<file path="src/rtl/key_counter_gen.sv">
// Free-running test-pattern counter with debounced run/pause and direction keys,
// programmable prescale, synchronous load and a one-cycle wrap pulse.
module key_counter_gen #(
  parameter int WIDTH      = 48,
  parameter int PRESCALE_W = 8,
  parameter int DB_CYCLES  = 740000,
  parameter int DB_W       = 20
) (
  input  logic                  clk_video,
  input  logic                  KEY0,
  input  logic                  key_run,
  input  logic                  key_mode,
  input  logic [PRESCALE_W-1:0] prescale,
  input  logic                  load,
  input  logic [WIDTH-1:0]      load_value,
  output logic [WIDTH-1:0]      count,
  output logic                  running,
  output logic                  dir_down,
  output logic                  wrap
);

  typedef enum logic {ST_RUN, ST_PAUSE} state_e;

  localparam logic [DB_W-1:0]       DB_LAST  = DB_W'(DB_CYCLES - 1);
  localparam logic [DB_W-1:0]       DB_ONE   = DB_W'(1);
  localparam logic [PRESCALE_W-1:0] PRE_ONE  = PRESCALE_W'(1);
  localparam logic [WIDTH-1:0]      CNT_ONE  = WIDTH'(1);

  // Index 0 is key_run, index 1 is key_mode.
  logic [1:0]            sync1_q, sync2_q;
  logic [1:0]            db_q, db_d;
  logic [1:0][DB_W-1:0]  db_cnt_q, db_cnt_d;
  logic [1:0]            press_q, press_d;

  state_e                state_q, state_d;
  logic                  dir_q, dir_d;
  logic [PRESCALE_W-1:0] pre_q, pre_d;
  logic                  tick;
  logic [WIDTH-1:0]      count_q, count_d;
  logic                  wrap_q, wrap_d;

  // A level change is accepted only after DB_CYCLES consecutive differing samples.
  always_comb begin
    for (int i = 0; i < 2; i++) begin
      db_d[i]     = db_q[i];
      db_cnt_d[i] = '0;
      if (sync2_q[i] != db_q[i]) begin
        if (db_cnt_q[i] == DB_LAST) begin
          db_d[i] = sync2_q[i];
        end else begin
          db_cnt_d[i] = db_cnt_q[i] + DB_ONE;
        end
      end
    end
    press_d = db_q & ~db_d;
  end

  always_comb begin
    state_d = state_q;
    if (press_q[0]) begin
      state_d = (state_q == ST_RUN) ? ST_PAUSE : ST_RUN;
    end
    dir_d = dir_q ^ press_q[1];
  end

  // The >= compare lets a lowered prescale take effect on the very next cycle.
  always_comb begin
    pre_d = pre_q;
    tick  = 1'b0;
    if (state_q == ST_RUN) begin
      if (pre_q >= prescale) begin
        tick  = 1'b1;
        pre_d = '0;
      end else begin
        pre_d = pre_q + PRE_ONE;
      end
    end
    if (load || (state_q == ST_RUN && state_d == ST_PAUSE)) begin
      pre_d = '0;
    end
  end

  always_comb begin
    count_d = count_q;
    wrap_d  = 1'b0;
    if (load) begin
      count_d = load_value;
    end else if (tick) begin
      if (dir_q) begin
        count_d = count_q - CNT_ONE;
        wrap_d  = (count_q == '0);
      end else begin
        count_d = count_q + CNT_ONE;
        wrap_d  = &count_q;
      end
    end
  end

  always_ff @(posedge clk_video or negedge KEY0) begin
    if (!KEY0) begin
      sync1_q  <= 2'b11;
      sync2_q  <= 2'b11;
      db_q     <= 2'b11;
      db_cnt_q <= '0;
      press_q  <= 2'b00;
      state_q  <= ST_RUN;
      dir_q    <= 1'b0;
      pre_q    <= '0;
      count_q  <= '0;
      wrap_q   <= 1'b0;
    end else begin
      sync1_q  <= {key_mode, key_run};
      sync2_q  <= sync1_q;
      db_q     <= db_d;
      db_cnt_q <= db_cnt_d;
      press_q  <= press_d;
      state_q  <= state_d;
      dir_q    <= dir_d;
      pre_q    <= pre_d;
      count_q  <= count_d;
      wrap_q   <= wrap_d;
    end
  end

  assign count    = count_q;
  assign running  = (state_q == ST_RUN);
  assign dir_down = dir_q;
  assign wrap     = wrap_q;

endmodule

</file>
<file path="config.mk">
export PLATFORM = sky130hd
export DESIGN_NAME = key_counter_gen
export DESIGN_NICKNAME = d
export VERILOG_FILES = /design/src/rtl/key_counter_gen.sv
export SDC_FILE = /design/constraint.sdc
export NUM_CORES = 1
export LEC_CHECK = 0
export ABC_AREA = 0
export CAP_MARGIN = 20
export CORE_ASPECT_RATIO = 1.25
export CORE_MARGIN = 2
export CORE_UTILIZATION = 58
export CTS_BUF_LIST = sky130_fd_sc_hd__clkbuf_2
export DETAILED_ROUTE_END_ITERATION = 8
export PLACE_DENSITY = 0.88
export SYNTH_ARGS = -nofsm -noshare
export SYNTH_HDL_FRONTEND = slang
export SYNTH_SLANG_ARGS = --single-unit
</file>
<file path="constraint.sdc">
create_clock -name clk_video -period 5.3 [get_ports clk_video]
set_input_delay 0.795 -clock clk_video [delete_from_list [all_inputs] [get_ports clk_video]]
set_output_delay 0.795 -clock clk_video [all_outputs]
set_load 0.01 [all_outputs]
</file>
==> reports/metrics.yaml <==
num_vias: 7743
synthXorXnorAreaFrac_pct: 7.93
syn_inst: 990
synth_top_family_by_area: "simple AND/OR/NAND/NOR gates"
cts_hold_buf: 0
tritoncts: "done"
yosysTopAreaCell: "dfrtp_1"
synth_common_cells: "nor2_1 (102), dfrtp_1 (101), nand2_1 (88), a21oi_1 (84), o21ai_0 (70)"
synth_mux_area_share_pct: 2.21
routed_wl_um: 21600
ys_top_cells_by_area: "dfrtp_1 (30%), ha_1 (8.6%), a21oi_1 (5.0%)"
dr.pass1.iters: 7
ctsResizeCount: 0
clk-insertion-delay-late_ns: 0.63
die_w_um: 112
synth_edf_count: 0
grt.overflow.total: 0
finalSetupTns_ns: 0
multi_input_area_um2: 5270
ys.flop_type: "dfrtp_1"
syn_to_final_growth_pct: 14.0
placed_cell_area_um2: 9440
globalplace.congestion: 0.984
hpwlAfterDp_um: 16200
synth.top_cell.area_share_pct: 30.1
grt_usage_pct: 28.0
finalCriticalPeriod_ns: 4.09
start_util_pct: 58.8
synth_compound_area_share_pct: 19.9
stdcell_area_um2: 9570
layout-drive-gt1-share_pct: 5.48
clk_pin_slew_ns: 0.32
power_density_nw_per_um2: 183
synthSimpleGateAreaFrac_pct: 23.7
fill_cells: 1182
finalClockSkew_ns: 0.0405
end_kind: "flip-flop"
route.detailed.drc: 0
peakVddDrop_v: 0.000103
grt_pass1_vias: 7453
hp-class: "input pin to async pin"
root_buffer: "clkbuf_2"
p_clk_share_pct: 24.0
synth-adder-area-share_pct: 8.88
synth_area_um2: 8390
grt_pass1_wl_um: 35700
rsz0062_at_grt: "no"
max-clock-path-buffers: 2
power.leakage_nw: 4.21
port-buffer-count: 111
switching_share_pct: 32.7
ant_nets: 0
antenna_found_initial: 1
seqPwrFrac_pct: 53.2
outcome: "completed"
worstMarginPinSlew_ns: 0.949
hold_viol_final: 0
slew_headroom_pct: 36.6
wl_per_cell_um: 17.2
ys_warn_count: 0
viasPerCell: 6.17
worstPathArrival_ns: 4.69
holdWs_ns: 0.191
critPathLaunchType: "flip-flop"
ys_types: 75
synth-seq-cells: 107
post-synth-top-count-cell: "nor2_1"
drv_cap: 0
fmax_ghz: 0.245
grt_max_degree: 85
seq_area_um2: 2690
cts_buffers: 9
ios: 112
fin_crit_sh_pct: 77.2
crit_type: "flip-flop to flip-flop"
die_h_um: 138
synthArstFlopShare_pct: 100
cts_post_setup_buffers_inserted: 0
synth.avg_cell_area_um2: 8.48
die_area_um2: 15500
clock_sinks: 107
row_count: 49
fin_nets: 1191
p_int_w: 0.00117
syn_nets: 1110
p_switching_w: 0.000572
cp_max_fo: 25
htree_levels: 3
drv_slew: 0
drtIter0Drc: 603
setup_viol: 0
core_um2: 14300
ys_seq_area_share_pct: 32.0
worstPathRequired_ns: 5.90
combinationalPowerShare_pct: 22.8
## through the flow
step	worst slack, ns	utilization, %	power (W)	std cells
floorplan	1.31	-	0.00116	990
global placement	1.40	66.1	0.00133	1238
detailed placement	1.35	66.1	0.00134	1238
CTS	1.34	67.0	0.00175	1254
global route	1.03	67.0	0.00183	1255
finish	1.21	67.0	0.00175	1255
## placed cells by master, fill, tap and decap left out, drive strengths merged, types with 7 or more instances in the layout
cell type and n:
buf 7, clkbuf 9, xor2 45, nand4 37, clkdlybuf4s50 109, dfrtp 101, ha 58, nor3 19
nand2b 9, a21o 39, a21oi 84, and3 9, o21a 7, xnor2 31, o21ai 74, nor2 102
mux2i 14, nand3 35, a31oi 9, nor4 21, nor3b 20, nor2b 12, inv 35, a211oi 8
nand2 88
## kinds of logic after synthesis
family                   Yosys count
buffers and inverters             78
multiplexers                      18
AO/OA/AOI/OAI                    264
adder cells (fa/ha/maj)           59
flip-flops                       107
XOR/XNOR                          76
AND/OR/NAND/NOR                  388
## flip-flops by register name (all words and copies together) (netlist names)
name      flops
pre_q         8
wrap          1
count        48
dir_down      1
sync1_q       2
press_q       2
state_q       1
sync2_q       2
db_q          2
db_cnt_q     40
## worst paths after layout
kind | from | end | slack, ns | depth (start not counted)
setup / recovery | dir_down$_DFF_PN0_ | count[42]$_DFFE_PN0P_ | 1.21 | 11
hold reg to reg | sync1_q[1]$_DFF_PN1_ | sync2_q[1]$_DFF_PN1_ | 0.38 | 0
max in group asynchronous | KEY0 | db_q[0]$_DFF_PN1_ | 3.97 | 2
min in group clk_video | sync1_q[1]$_DFF_PN1_ | sync2_q[1]$_DFF_PN1_ | 0.38 | 0
hold / removal | KEY0 | count[32]$_DFFE_PN0P_ | 0.19 | 1
setup reg to reg | dir_down$_DFF_PN0_ | count[42]$_DFFE_PN0P_ | 1.21 | 11
## critical path, stage by stage (launching register included)
cell	delay, ns
dfrtp_2	0.76
inv_1	0.19
fa_1	0.43
nand2b_1	0.24
a2111oi_4	0.33
a211oi_2	0.13
nor4_1	0.58
o21bai_1	0.19
a21boi_0	0.60
o21ai_0	0.24
mux2i_1	0.20
a2bb2oi_1	0.18
## cell type report
type | instances | share of cell area (%)
multi-input combinational | 805 | 55.0
sequential | 107 | 28.1
timing repair buffer | 116 | 12.0
tap | 178 | 2.33
inverter | 32 | 1.26
clock inverter | 7 | 0.863
clock buffer | 9 | 0.471
antenna | 1 | 0.0262
## layer usage
layer	track usage, %	share of wire [%]	vias up
li1	-	-	3751
met5	0	0	-
met2	47.9	49	258
met1	35.7	42	3687
met4	8.97	2.8	0
met3	5.39	6.0	47
## power groups by stage
| stage | sequential [W] | combinational [W] | clock, W |
|---|---|---|---|
| detailed placement | 0.000940 | 0.000397 | 0 |
| floorplan | 0.000935 | 0.000224 | 0 |
| global placement | 0.000939 | 0.000389 | 0 |
| finish | 0.000929 | 0.000399 | 0.000418 |
| CTS | 0.000927 | 0.000399 | 0.000428 |
| global route | 0.000937 | 0.000439 | 0.000459 |
Note: power is estimated with default switching activity, not from simulation.
